--- config.mk ---
export PLATFORM = sky130hd
export DESIGN_NAME = sm_mult_seq
export DESIGN_NICKNAME = d
export VERILOG_FILES = /design/src/rtl/sm_mult_seq.sv
export SDC_FILE = /design/constraint.sdc
export NUM_CORES = 1
export LEC_CHECK = 0
export BUFFER_PORTS_ARGS = -buffer_cell sky130_fd_sc_hd__buf_2
export CAP_MARGIN = 25
export CORE_UTILIZATION = 56
export DETAILED_ROUTE_END_ITERATION = 7
export HOLD_SLACK_MARGIN = 0.15
export PLACE_DENSITY = 0.78
export SLEW_MARGIN = 10
export SYNTH_ARGS = -nofsm -noshare
export SYNTH_HDL_FRONTEND = slang
export SYNTH_SLANG_ARGS = --single-unit
--- constraint.sdc ---
create_clock -name clk -period 3.9 [get_ports clk]
set_input_delay 0.195 -clock clk [delete_from_list [all_inputs] [get_ports clk]]
set_output_delay 0.195 -clock clk [all_outputs]
set_load 0.01 [all_outputs]
--- src/rtl/sm_mult_seq.sv ---
// Sequential sign-magnitude fixed-point multiplier: shift-add one multiplier bit per cycle,
// then round half away from zero and saturate back to a W-bit sign-magnitude word.
module sm_mult_seq #(
    parameter int W    = 24,
    parameter int FRAC = 12
) (
    input  logic         clk,
    input  logic         rst_n,
    input  logic         in_valid,
    output logic         in_ready,
    input  logic [W-1:0] A_sm,
    input  logic [W-1:0] B_sm,
    output logic         out_valid,
    input  logic         out_ready,
    output logic [W-1:0] P_sm,
    output logic         sat
);
    localparam int CW  = (W > 2) ? $clog2(W - 1) : 1;
    localparam int AW  = 2 * W - 2;
    localparam int RW  = 2 * W - 1;
    localparam logic [RW-1:0] RND_CONST =
        (FRAC > 0) ? (RW'(1) << ((FRAC > 0) ? FRAC - 1 : 0)) : '0;
    localparam logic [RW-1:0] MAG_MAX = {{W{1'b0}}, {(W-1){1'b1}}};
    localparam logic [CW-1:0] LAST_BIT = CW'(W - 2);

    typedef enum logic [1:0] {IDLE, MUL, RND, OUT} state_t;

    state_t        state, state_next;
    logic [W-2:0]  mag_a, mag_b;
    logic          sign;
    logic [AW-1:0] acc;
    logic [CW-1:0] count;

    logic [AW-1:0] addend;
    logic [RW-1:0] rnd_sum;
    logic [RW-1:0] r_full;
    logic          r_sat;
    logic [W-2:0]  r_mag;

    always_ff @(posedge clk or negedge rst_n) begin
        if (!rst_n) state <= IDLE;
        else        state <= state_next;
    end

    always_comb begin
        state_next = state;
        in_ready   = 1'b0;
        out_valid  = 1'b0;
        case (state)
            IDLE: begin
                in_ready = 1'b1;
                if (in_valid) state_next = MUL;
            end
            MUL:  if (count == LAST_BIT) state_next = RND;
            RND:  state_next = OUT;
            OUT: begin
                out_valid = 1'b1;
                if (out_ready) state_next = IDLE;
            end
            default: state_next = IDLE;
        endcase
    end

    // Partial product for the current multiplier bit; the rounding add gets one spare bit.
    assign addend  = {{(W-1){1'b0}}, mag_a} << count;
    assign rnd_sum = {1'b0, acc} + RND_CONST;
    assign r_full  = rnd_sum >> FRAC;
    assign r_sat   = (r_full > MAG_MAX);
    assign r_mag   = r_sat ? {(W-1){1'b1}} : r_full[W-2:0];

    always_ff @(posedge clk or negedge rst_n) begin
        if (!rst_n) begin
            mag_a <= '0;
            mag_b <= '0;
            sign  <= 1'b0;
            acc   <= '0;
            count <= '0;
            P_sm  <= '0;
            sat   <= 1'b0;
        end else begin
            case (state)
                IDLE: if (in_valid) begin
                    mag_a <= A_sm[W-2:0];
                    mag_b <= B_sm[W-2:0];
                    sign  <= A_sm[W-1] ^ B_sm[W-1];
                    acc   <= '0;
                    count <= '0;
                end
                MUL: begin
                    if (mag_b[count]) acc <= acc + addend;
                    count <= count + CW'(1);
                end
                RND: begin
                    // A zero magnitude never carries a sign bit.
                    P_sm <= {(r_mag != '0) ? sign : 1'b0, r_mag};
                    sat  <= r_sat;
                end
                default: ;
            endcase
        end
    end
endmodule

Yosys cells after proc, flatten, opt, wreduce, memory -nomap -nowiden
Cells that the tools add are included.
- add/sub/neg operators: 3
- multiply operators: 0
- div/mod/pow operators: 0
- magnitude comparators: 2
- equal/unequal tests: 8
- shifts and indexed selects: 1
- multiplexer cells: 15
- bitwise logic cells: 1
- reductions and logical operators: 7
- operators with widths (cell ; count):
    46-bit 2-to-1 mux ; 2
    46-bit case mux with 2 select lines ; 1
    46-bit by 12-bit adder with 47-bit output, second input constant ; 1
    46-bit adder ; 1
    23-bit by 5-bit left shift with 46-bit output ; 1
    35-bit by 23-bit greater-than comparator with 1-bit output, second input constant ; 1
    23-bit 2-to-1 mux ; 1
    23-bit nonzero test ; 1
    5-bit case mux with 2 select lines ; 1
    2-bit inequality test, second input constant ; 4
    2-bit case mux with 4 select lines ; 1
    5-bit by 6-bit less-than comparator with 1-bit output, second input constant ; 1
    2-bit 2-to-1 mux ; 3
    3-bit AND reduction ; 2
    5-bit by 1-bit adder with 5-bit output, second input constant ; 1
    1-bit binary-select mux with 5-bit select ; 1
    5-bit equality test, second input constant ; 1
    5-bit 2-to-1 mux ; 1
    2-bit equality test, second input constant ; 2
    1-bit 2-to-1 mux ; 4
    2-bit AND reduction ; 2
    2-bit by 1-bit equality test with 1-bit output, second input constant ; 1
    2-bit logical NOT ; 1
    2-bit nonzero test ; 1
    1-bit XOR ; 1
- register bits after elaboration: 125
- latch bits: 0
- RAM bits: 0
- memory bits (read-only): 0
- input port bits: 52
- output and inout bits: 27
- memories: 0

Logic depth before layout (Yosys ltp)
Gate-level depths: netlist of run 1.
- word-level depth: 5
- mapped depth: 21

Worst setup path before layout of run 1
Ideal clock, no wire load.
- path type: reg2reg
- start: register count[0]
- end: register acc[40]
- library setup time: 0.124 ns
- data arrival time: 4.040 ns
- setup slack: -0.264 ns
- stages on the path, launching flop included: 18
- path buffers: 3
- period minus slack after synthesis: 4.164 ns
- cell sequence: dfrtp_1 buf_2 buf_2 mux4_2 mux2_2 o21ai_0 nor2_1 ha_1 clkbuf_1 nand4_1 nor2_1 nor3_1 a211oi_1 nand2_1 and3b_1 o21ai_1 nor2_1 a211o_1
- longest elaborated chain between the ends: 4
- elaborated cells between the ends (all ways): 8
- classes of those cells: add/sub (1); eq/ne (1); shift (1); mux (4); reduce/logical (1)
- ends and longest elaborated chain (element ; line ; text):
    start, declared ; 32 ; logic [CW-1:0] count;
    start signal, assigned ; 91 ; count <= count + CW'(1);
    23-bit by 5-bit left shift with 46-bit output / 1-bit binary-select mux with 5-bit select (equally long branches) ; 65, 90 ;
    46-bit adder / 1-bit 2-to-1 mux (equally long branches) ; 90 ; if (mag_b[count]) acc <= acc + addend;
    46-bit 2-to-1 mux / 2-bit inequality test (equally long branches) ; n/a ;
    46-bit case mux with 2 select lines / 3-bit AND reduction (equally long branches) ; n/a ;
    end signal, assigned ; 90 ;
    end, declared ; 31 ; logic [AW-1:0] acc;
Several ways; a longest one is shown, not always the timed one. The select of a mux whose other input is x is not followed.
A chain may end at the register's enable or synchronous reset.

Worst setup path after layout of run 1
- start: register count[0]
- end: register acc[28]
The elaborated chain is that of the path after synthesis.

==> impl_results.md, run 1 <==
* Status: complete, but fails checks
* Violated checks: negative setup slack
* Vias per cell at between 6 and 7
* Full die area at 18100 um2
* Post-DP HPWL at 19.9 mm
* Synthesized net count at 1213
* Worst EP arrival at 4.37 ns
* Most common cell after layout, fill and taps aside: buf_4
* Fmax at 247 MHz
* I/O pin count at between 70 and 80
* Most frequent cells in the layout: buf_4 (164), dfrtp_1 (124), nand2_1 (106)
* Actual slew at the worst max-slew pin at 0.856 ns
* Die X at around 130 um
* Vias in the first global route at ~9500
* Post-Place Cells at roughly 1500
* Setup WS post-layout at -0.148 ns
* Initial antenna violation count at 0
* Cell Area, Synth at 9860 um2
* Register area at 3130 um2
* Remaining DRCs at 0
* RSZ-0062 raised after global routing: true
* Skew-Pair Late Insertion Delay at 0.44 ns
* Setup crit start kind: register
* Post-route minimum period at 4.05 ns
* Avg WL per Cell at 21.1 um
* Layout cells sized above 1 at 38.8%
* Setup Viol. Count Final at 20
* GRT Util Overall at 34.5%
* CTS clk-pin slew, worst paths at 0.07 ns
* PortBufs at 78
* Max Buffers Root-to-Sink at 2
* Initial drt markers at 945
* Final core occ at 78.7%
* Starting Density at 57.2%
* Placement Setup Slack at -0.283 ns
* Crit path kind: reg -> reg
* Antenna-violating nets left at 0
* CTS Sinks at 125
* Setup TNS at -1.47 ns
* Finished Layout Cells at 1605
* Count of cell types in the netlist at 76
* Max_cap viols at 0
* Post-synthesis sequential area ratio at 31.7%
* Clock Skew at 0.0137 ns
* Via count at about 10000
* Slew Limit Headroom at 42.3%
* Final Hold Fails at 0
* WP data required at 4.22 ns
* Grt ovf at 0
* Fill cells at 981
* Chip height at 135 um
* Cell row count at 48
* Number of flops mapped to enable cells by yosys at 0
* Gpl congestion at 0.950
* Ys Warns at 0
* Setup crit end kind: register
* TritonCTS clock tree: yes
* CORE AREA at 17200 um2
* Avg Synthesized Cell Area at 8.90 um2
* Synth-to-layout area growth at 37.6%
* Largest net degree at the start of global routing at 57
* First-pass GRT wire length at 48.2 mm
* Cells after Synth at 1108
* Drt total wl at 33.9 mm
* Antenna Cells at 0
* Final net count at around 1500
* Pwr Density at 975 nW/um2
* Fraction of registers with async set or reset after synthesis at 100%
* Clock root buffer: clkbuf_16
* CP max FO at 6
* Area of the multi-input gates at 7100 um2
* TritonCTS buffer count at 17
* Max H-tree Level at 4
* Synth Flop Type: dfrtp_1
* Leakage at 6.01 nW
* Slew Limit Fails at 0
* #FFs+latches synth at 125
* Hold WC Path Type: in -> reg
* Worst IR Drop VDD at 0.564 mV
* Crit share post-route at 104%
* DRT Pass-1 Iters at 6
-- path summary, 6_finish.rpt --
kind	startpoint	slack [ns]	cells after the start	to
max	count[0]	-0.15	19	acc[28]
min	out_ready	0.35	4	state[0]
max reg2reg	count[0]	-0.15	19	acc[28]
min reg2reg	sat	0.50	2	sat
max in group asynchronous	rst_n	2.53	3	sign
min in group asynchronous	rst_n	0.36	2	P_sm[1]
-- per-layer routing --
layer,global-route usage [%],part of all wire [%]
met1,43.2,38
met2,57.1,49
met3,6.79,8.2
met4,16.8,5.4
met5,0,0
-- timing repair --
action                                  in CTS  in global routing
hold buffers                                49                  0
pin swaps                                   20                 64
buffers inserted                            15                 35
endpoints found under the setup margin      19                 34
hold endpoints to repair                   101                  0
gates cloned                                 0                  1
gates resized for setup                     42                159
-- cell families after synthesis --
family,synth area share [%]
buffers and inverters,4.07
AO/OA/AOI/OAI,20.2
multiplexers,14.2
XOR/XNOR,5.06
adder cells (fa/ha/maj),6.80
AND/OR/NAND/NOR,18.0
flip-flops,31.7
-- power breakdown --
part           switching, mW  internal [mW]  leakage, nW
Clock                  0.725          0.916        0.292
Combinational           4.75           4.40         4.16
Sequential             0.606           1.83         1.56
Total                   6.08           7.15         6.01
-- critical path: stages (launching register included) --
cell and delay, ns:
dfrtp_2 0.46, buf_12 0.15, clkbuf_16 0.15, mux2i_1 0.35, a21oi_1 0.19, mux2i_2 0.25
nand2_1 0.10, nand2_2 0.11, nor2_1 0.06, ha_1 0.34, nand4_1 0.19, buf_4 0.19
nor2_1 0.09, o31a_1 0.26, o211ai_1 0.15, buf_4 0.18, a21oi_4 0.17, nor2_2 0.06
o2111a_1 0.22, a221o_1 0.25
-- state kept, by name (all words and copies together) (netlist names) --
register and cells:
mag_b 23, P_sm 24, count 5, sat 1, mag_a 23, acc 46, state 2, sign 1
-- cell usage after synthesis, types with 5 or more instances --
cell | number | area [um2]
nand2_1 | 119 | 447
mux4_2 | 19 | 428
or2_2 | 7 | 43.8
mux2_2 | 58 | 653
nand3_1 | 31 | 155
clkbuf_1 | 48 | 180
nand2b_1 | 6 | 37.5
xnor2_1 | 27 | 236
o22ai_1 | 16 | 100
and3_1 | 11 | 68.8
nor2b_1 | 8 | 50.1
ha_1 | 52 | 651
and2_1 | 5 | 31.3
a22o_1 | 9 | 78.8
dfrtp_1 | 125 | 3130
buf_2 | 5 | 25.0
nand4_1 | 21 | 131
a21o_1 | 25 | 188
o21a_1 | 9 | 67.6
inv_1 | 29 | 109
nor2_1 | 99 | 372
o211ai_1 | 10 | 75.1
a211oi_1 | 10 | 75.1
mux2i_1 | 32 | 320
xor2_1 | 30 | 263
a21oi_1 | 56 | 280
o21ai_0 | 86 | 430
o21bai_1 | 8 | 60.1
a211o_1 | 5 | 43.8
or3_1 | 5 | 31.3
nor3_1 | 22 | 110
a31oi_1 | 10 | 62.6
a21oi_2 | 19 | 166
-- metrics by stage --
step,hold WS (ns),instance area (um2),power (mW)
2_1_floorplan,-0.101,9900,6.64
3_3_place_gp,0.282,11300,8.93
3_5_place_dp,0.285,11300,9.12
4_1_cts,0.284,12600,11.2
5_1_grt,0.408,13600,13.9
6_report,0.353,13600,13.2
-- layout make-up --
cell class                 instances  share of cell area, %
inverter                          32                  0.968
tap                              225                   2.07
sequential                       125                   23.1
clock buffer                      17                   3.14
clock inverter                    15                   1.24
timing repair buffer             305                   17.2
multi-input combinational        886                   52.3
Power figures use the tool's default switching activity.
==> inputs of run 2 (changes only) <==
Settings changed: MAX_ROUTING_LAYER set to met4, RECOVER_POWER set to 25.
==> run 2 against run 1 <==
Compared with the run above: maximum frequency down 2.5%; critical path depth shrank 2; non-clock buffer count down 29; routed wire length is 9.1% lower; core utilization is 4.3 points lower; the run ends with design-rule violations, max-capacitance violations, max-slew violations, negative setup slack left; flip-flop and latch count stayed put; global-route usage shrank 0.11 points; sequential share of layout area is 1.3 points higher; largest cell class unchanged.
==> impl_results.md, run 2 (synthesis results as in run 1) <==
* Synth-to-layout area growth at 30.1%
* Sw frac at 45.4% (-0.55 points)
* Clock root buffer: clkbuf_16
* Fill cells at 1192 (+22%)
* Crit share post-route at 106% (+2.7 points)
* M2 GR Usage at 56.7% (-0.46 points)
* Final Hold Fails at 0 (unchanged)
* Final net count at 1443 (-2.0%)
* Initial drt markers at 950 (+0.53%)
* CP max FO at 7 (+1)
* Initial antenna violation count at 0 (unchanged)
* Slew Limit Headroom at -105% (-150 points)
* Max_cap viols at 1 (+1)
* Seq pwr share at 20.3% (+1.9 points)
* Setup crit start kind: register
* Post-DP HPWL at 20.1 mm (+1.0%)
* Vias per cell at 6.17 (-3.8%)
* Via count at 9728 (-5.6%)
* Full die area at 18100 um2 (unchanged)
* Crit path kind: reg -> reg
* First-pass GRT wire length at 47.0 mm (-2.6%)
* Logic pwr share at 65.8% (-3.4 points)
* RSZ-0062 raised after global routing: true
* Pwr Density at 914 nW/um2 (-6.2%)
* GRT met3 Usage at 4.73% (-2.1 points)
* FF-to-FF setup slack at -0.25 ns (-0.10 ns)
* Max Buffers Root-to-Sink at 2 (unchanged)
* Worst r2r src: count[0]
* Clock Skew at 0.0105 ns (-0.00318 ns)
* I/O pin count at 79 (unchanged)
* Internal power at 6.40 mW (-10%)
* Vias in the first global route at 9313 (-1.8%)
* Actual slew at the worst max-slew pin at 3.07 ns (+2.22 ns)
* Remaining DRCs at 2 (+2)
* P_sw at 5.33 mW (-12%)
* CP Launch Point: count[0]
* Worst IR Drop VDD at 0.517 mV (-8.4%)
* Worst EP arrival at 4.45 ns (+0.08 ns)
* Largest net degree at the start of global routing at 60 (+5.3%)
* Cell row count at 48 (unchanged)
* Layout cells sized above 1 at 31.5% (-7.3 points)
* Final Power at 11.7 mW (-11%)
* Status: complete, but fails checks
* Worst Hold Launch: out_ready
* Hold WC Path Type: in -> reg
* Avg WL per Cell at 19.5 um (-7.4%)
* Post-route minimum period at 4.15 ns (+0.105 ns)
* TritonCTS buffer count at 17 (unchanged)
* TritonCTS clock tree: yes
* DRT Pass-1 Iters at 8 (+2)
* Max H-tree Level at 4 (unchanged)
* Antenna Cells at 0 (unchanged)
* CORE AREA at 17200 um2 (unchanged)
* Setup crit end kind: register
* Most used routing layer: met2
* Die X at 135 um (unchanged)
* WP data required at 4.20 ns (-0.02 ns)
* Setup Viol. Count Final at 21 (+5.0%)
* Most common cell after layout, fill and taps aside: buf_4
* Min-Delay Path Depth at 4 (unchanged)
* Chip height at 135 um (unchanged)
* Starting Density at 57.2% (unchanged)
* Drt total wl at 30.8 mm (-9.1%)
* Antenna-violating nets left at 0 (unchanged)
* Leakage at 5.77 nW (-4.0%)
* Slew Limit Fails at 60 (+60)
* R2R Path End: acc[41]
* Clock Power Share at 13.9% (+1.5 points)
* Number of flip-flops under the largest register name at 46 (unchanged)
* Skew-Pair Late Insertion Delay at 0.45 ns (about the same)
* Grt ovf at 0 (unchanged)
* Setup WS post-layout at -0.252 ns (-0.105 ns)
* Most frequent cells in the layout: buf_4 (139), dfrtp_1 (124), nand2_1 (109)
* Placement Setup Slack at -0.319 ns (-0.0360 ns)
* Top flop regs: acc (46), P_sm (24)
* Gpl congestion at 0.971 (+2.2%)
* Violated checks: design-rule violations, max-capacitance violations, max-slew violations, negative setup slack
* PortBufs at 78 (unchanged)
* Worst reg2reg path depth at 17 (-2)
* CTS clk-pin slew, worst paths at 0.07 ns (about the same)
* Hold Path End: state[1]
* GRT Util Overall at 34.4% (-0.11 points)
* CTS Sinks at 125 (unchanged)
* Largest Register: acc
* Met1 Usage GRT at 42.4% (-0.78 points)
* Fmax at 241 MHz (-2.5%)
==> run 2: power groups by stage <==
stage          sequential (mW)  combinational [mW]  clock, mW
2_1_floorplan             2.22                4.42          0
6_report                  2.38                7.71       1.63
3_5_place_dp              2.34                6.86          0
5_1_grt                   2.44                8.30       1.70
4_1_cts                   2.31                7.13       1.64
3_3_place_gp              2.30                6.70          0
==> run 2: routing by layer <==
layer  part of all wire, %  routed length [um]
met1                    41               12600
met2                    49               15100
met3                   6.7                2060
met4                   3.4                1050
met5                     0                   0
==> run 2: critical path: stages, from the launching register on <==
cell and delay, ns:
dfrtp_2 0.42, buf_12 0.15, buf_12 0.13, mux4_2 0.53, mux2i_1 0.25, buf_4 0.18, nor2_1 0.05, ha_1 0.30
a211oi_1 0.23, o21ai_0 0.16, a221oi_1 0.35, buf_4 0.19, o21ai_2 0.09, o211ai_1 0.31, nand2_2 0.18, a21oi_1 0.25
xor2_1 0.16, o21ai_0 0.09
==> run 2: worst max-delay path by stage <==
stage | to | slack (ns)
2_1_floorplan | acc[38] | 0.02
3_3_place_gp | acc[40] | -0.20
3_5_place_dp | acc[40] | -0.32
4_1_cts | acc[39] | -0.04
5_1_grt | acc[41] | -0.38
6_report | acc[41] | -0.25
==> run 2: area by class of cell <==
class,instances,area [um2],area share [%]
Timing Repair Buffer,276,2100,16.4
Sequential cell,125,3130,24.4
Multi-Input combinational cell,886,6610,51.5
Tap cell,225,282,2.19
Clock inverter,15,168,1.31
Clock buffer,17,425,3.32
Inverter,32,120,0.936
==> run 2: timing repair <==
action / CTS / global route
endpoints found under the hold margin: 104 / 0
pin swaps: 5 / 21
buffers inserted: 5 / 7
setup endpoints to repair: 15 / 32
resized for setup: 23 / 56
hold buffers: 49 / 0
gates cloned: 0 / 1
==> run 2: stage by stage <==
step / instance area, um2 / hold slack (ns) / TNS, ns / cells / util, %
after detailed placement: 11300 / 0.297 / -2.38 / 1481 / 65.7
after floorplan: 9900 / -0.101 / 0 / 1108 / -
after global routing: 12800 / 0.450 / -6.70 / 1576 / 74.4
final: 12800 / 0.403 / -1.95 / 1576 / 74.4
after CTS: 12500 / 0.268 / -0.125 / 1567 / 72.7
after global placement: 11300 / 0.295 / -1.17 / 1481 / 65.7
==> inputs of run 3 (changes only) <==
Settings changed: CORE_MARGIN set to 3.
==> run 3 against run 2 <==
Compared with the run above: the run ends with max-capacitance violations, max-slew violations, negative setup slack left; core utilization rose by 2.0 points; flip-flop and latch count stayed put; final cell count decreased by 0.38%; via count rose by 0.74%; routed wire length is 0.56% higher; power grew 0.80%; sequential power about the same; highest routed layer unchanged; critical path depth did not move.
==> impl_results.md, run 3 (synthesis results as in run 1) <==
* Status: complete, but fails checks
* Violated checks: max-capacitance violations, max-slew violations, negative setup slack
* Worst EP arrival at 4.48 ns (+0.03 ns)
* First-pass GRT wire length at 47.9 mm (+2.1%)
* Remaining DRCs at 0 (-2)
* Cell area after layout at 12900 um2 (+0.54%)
* Logic pwr share at 66.4% (+0.6 points)
* TritonCTS buffer count at 17 (unchanged)
* Worst path most repeated cell: nand2_1
* Vias in the first global route at 9328 (+0.16%)
* WP data required at 4.26 ns (+0.06 ns)
* Actual slew at the worst max-slew pin at 1.58 ns (-1.50 ns)
* Crit-path max cell delay at 0.56 ns (+0.03 ns)
* Full die area at 19200 um2 (+6.0%)
* Critical path cell sequence: buf_6 -> mux4_2 -> mux2_2 -> nand2_1 -> o21ai_0 -> nor2_1 -> a21oi_1 -> ha_1 -> and3_1 -> nand2_1 -> nor3_1 -> buf_4 -> o2111ai_1 -> and3b_2 -> o22ai_2 -> nand4_1 -> nand3_1
* Slew Limit Headroom at -5.23% (+100 points)
* GRT Util Overall at 31.5% (-3.0 points)
* Crit share post-route at 106% (-0.68 points)
* Setup crit start kind: register
* Hold WC Path Type: in -> reg
* Final Power at 11.8 mW (+0.80%)
* CORE AREA at 16900 um2 (-2.1%)
* Post-DP HPWL at 20.0 mm (-0.59%)
* Chip height at 139 um (+3.0%)
* P_sw at 5.43 mW (+1.9%)
* CP max FO at 10 (+3)
* Slew Limit Fails at 64 (+6.7%)
* I/O pin count at 79 (unchanged)
* Setup crit end kind: register
* Seq pwr share at 20.1% (-0.2 points)
* RSZ-0062 raised after global routing: true
* Placement Setup Slack at -0.227 ns (+0.0923 ns)
* Clock Skew at 0.0133 ns (+0.00279 ns)
* Critical-path top delay cell: mux4_2
* Final core occ at 76.4% (+2.0 points)
* Most frequent cells in the layout: buf_4 (138), dfrtp_1 (123), nand2_1 (113)
* Final net count at 1442 (-0.069%)
* CP Launch Point: count[0]
* Starting Density at 58.4% (+1.2 points)
* Setup TNS at -1.01 ns (+0.938 ns)
* CTS Sinks at 125 (unchanged)
* Fmax at 242 MHz (+0.64%)
* Sw frac at 45.9% (+0.47 points)
* Largest net degree at the start of global routing at 65 (+8.3%)
* Initial antenna violation count at 0 (unchanged)
* PortBufs at 78 (unchanged)
* Antenna-violating nets left at 0 (unchanged)
* Synth-to-layout area growth at 30.8%
* Setup WS post-layout at -0.226 ns (+0.0264 ns)
* Skew-Pair Late Insertion Delay at 0.44 ns (about the same)
* Initial drt markers at 957 (+0.74%)
* Antenna Cells at 0 (unchanged)
* Crit path kind: reg -> reg
* Vias per cell at 6.24 (+1.1%)
* Layout cells sized above 1 at 32.9% (+1.4 points)
* Clock root buffer: clkbuf_16
* Max H-tree Level at 4 (unchanged)
* Pwr Density at 917 nW/um2 (+0.27%)
* Number of flip-flops under the largest register name at 46 (unchanged)
* Clock Power Share at 13.6% (-0.3 points)
* TritonCTS clock tree: yes
* Placed inst area at 11400 um2 (+0.23%)
* Avg WL per Cell at 19.7 um (+0.95%)
* Most common cell after layout, fill and taps aside: buf_4
* Top flop regs: acc (46), P_sm (24)
* Die X at 139 um (+3.0%)
* Final Hold Fails at 0 (unchanged)
* Largest Register: acc
* Grt ovf at 0 (unchanged)
* CTS clk-pin slew, worst paths at 0.07 ns (about the same)
* DRT Pass-1 Iters at 5 (-3)
* Max_cap viols at 1 (unchanged)
* Cell row count at 47 (-2.1%)
* Worst Hold Launch: out_ready
* Internal power at 6.40 mW (about the same)
* Post-route minimum period at 4.13 ns (-0.0264 ns)
* Leakage at 5.81 nW (+0.66%)
* Via count at 9800 (+0.74%)
* Crit-path leading delay family: simple AND/OR/NAND/NOR gates
* Crit path buf inv count at 2 (-2)
* Gpl congestion at 0.965 (-0.58%)
* Setup Viol. Count Final at 11 (-48%)
* Worst IR Drop VDD at 0.550 mV (+6.3%)
* Max Buffers Root-to-Sink at 2 (unchanged)
* Worst r2r src: count[0]
* Drt total wl at 31.0 mm (+0.56%)
[run 3: cell count changes in the layout (fill, tap and decap cells not counted), sizes merged]
cell / before / now
clkbuf: 24 / 18
buf: 220 / 225
clkinv: 3 / 6
clkinvlp: 2 / 0
bufinv: 1 / 0
[run 3: final timing paths]
kind | endpoint | slack, ns | cells after the start
min in group asynchronous | P_sm[1] | 0.70 | 2
min reg2reg | sat | 0.49 | 2
max | acc[42] | -0.23 | 17
max in group asynchronous | count[0] | 2.14 | 3
max reg2reg | acc[42] | -0.23 | 17
min | state[0] | 0.39 | 4
[run 3: cell type report]
| class | instances | area, um2 |
|---|---|---|
| tap | 220 | 275 |
| clock inverter | 15 | 161 |
| timing repair buffer | 275 | 2080 |
| inverter | 32 | 120 |
| sequential | 125 | 3130 |
| clock buffer | 17 | 425 |
| multi-input combinational | 886 | 6700 |
| fill | 1083 | 3980 |
[run 3: repair_timing]
| item | in CTS | in global routing |
|---|---|---|
| resized for setup | 32 | 62 |
| hold endpoints to repair | 110 | 0 |
| pin swaps | 13 | 17 |
| setup buffers | 5 | 6 |
| endpoints found under the setup margin | 22 | 33 |
| hold buffers | 49 | 0 |
[run 3: power groups by stage]
stage | combinational [mW] | sequential, mW | clock [mW]
4_1_cts | 7.09 | 2.31 | 1.59
3_3_place_gp | 6.69 | 2.29 | 0
6_report | 7.85 | 2.37 | 1.60
3_5_place_dp | 6.83 | 2.33 | 0
5_1_grt | 8.41 | 2.44 | 1.67
2_1_floorplan | 4.42 | 2.22 | 0
[run 3: worst reg2reg max path, cell delays in order, from the launching register on]
cell and delay (ns):
dfrtp_2 0.47, buf_6 0.19, mux4_2 0.56, mux2_2 0.31, nand2_1 0.07, o21ai_0 0.11, nor2_1 0.10, a21oi_1 0.06
ha_1 0.37, and3_1 0.19, nand2_1 0.10, nor3_1 0.20, buf_4 0.15, o2111ai_1 0.16, and3b_2 0.33, o22ai_2 0.28
nand4_1 0.22, nand3_1 0.19
[run 3: metrics by stage]
stage	hold WS, ns	cells
after floorplan	-0.101	1108
after global placement	0.334	1477
after detailed placement	0.338	1477
after CTS	0.259	1563
after global routing	0.411	1570
final	0.385	1570
[run 3: layer usage]
| metal | GRT usage (%) | up-vias | routed length (um) |
|---|---|---|---|
| met5 | - | - | 0 |
| met4 | 14.0 | 0 | 1440 |
| met3 | 5.07 | 129 | 2200 |
| met2 | 50.0 | 511 | 14600 |
| met1 | 40.0 | 4618 | 12700 |
| li1 | - | 4542 | - |
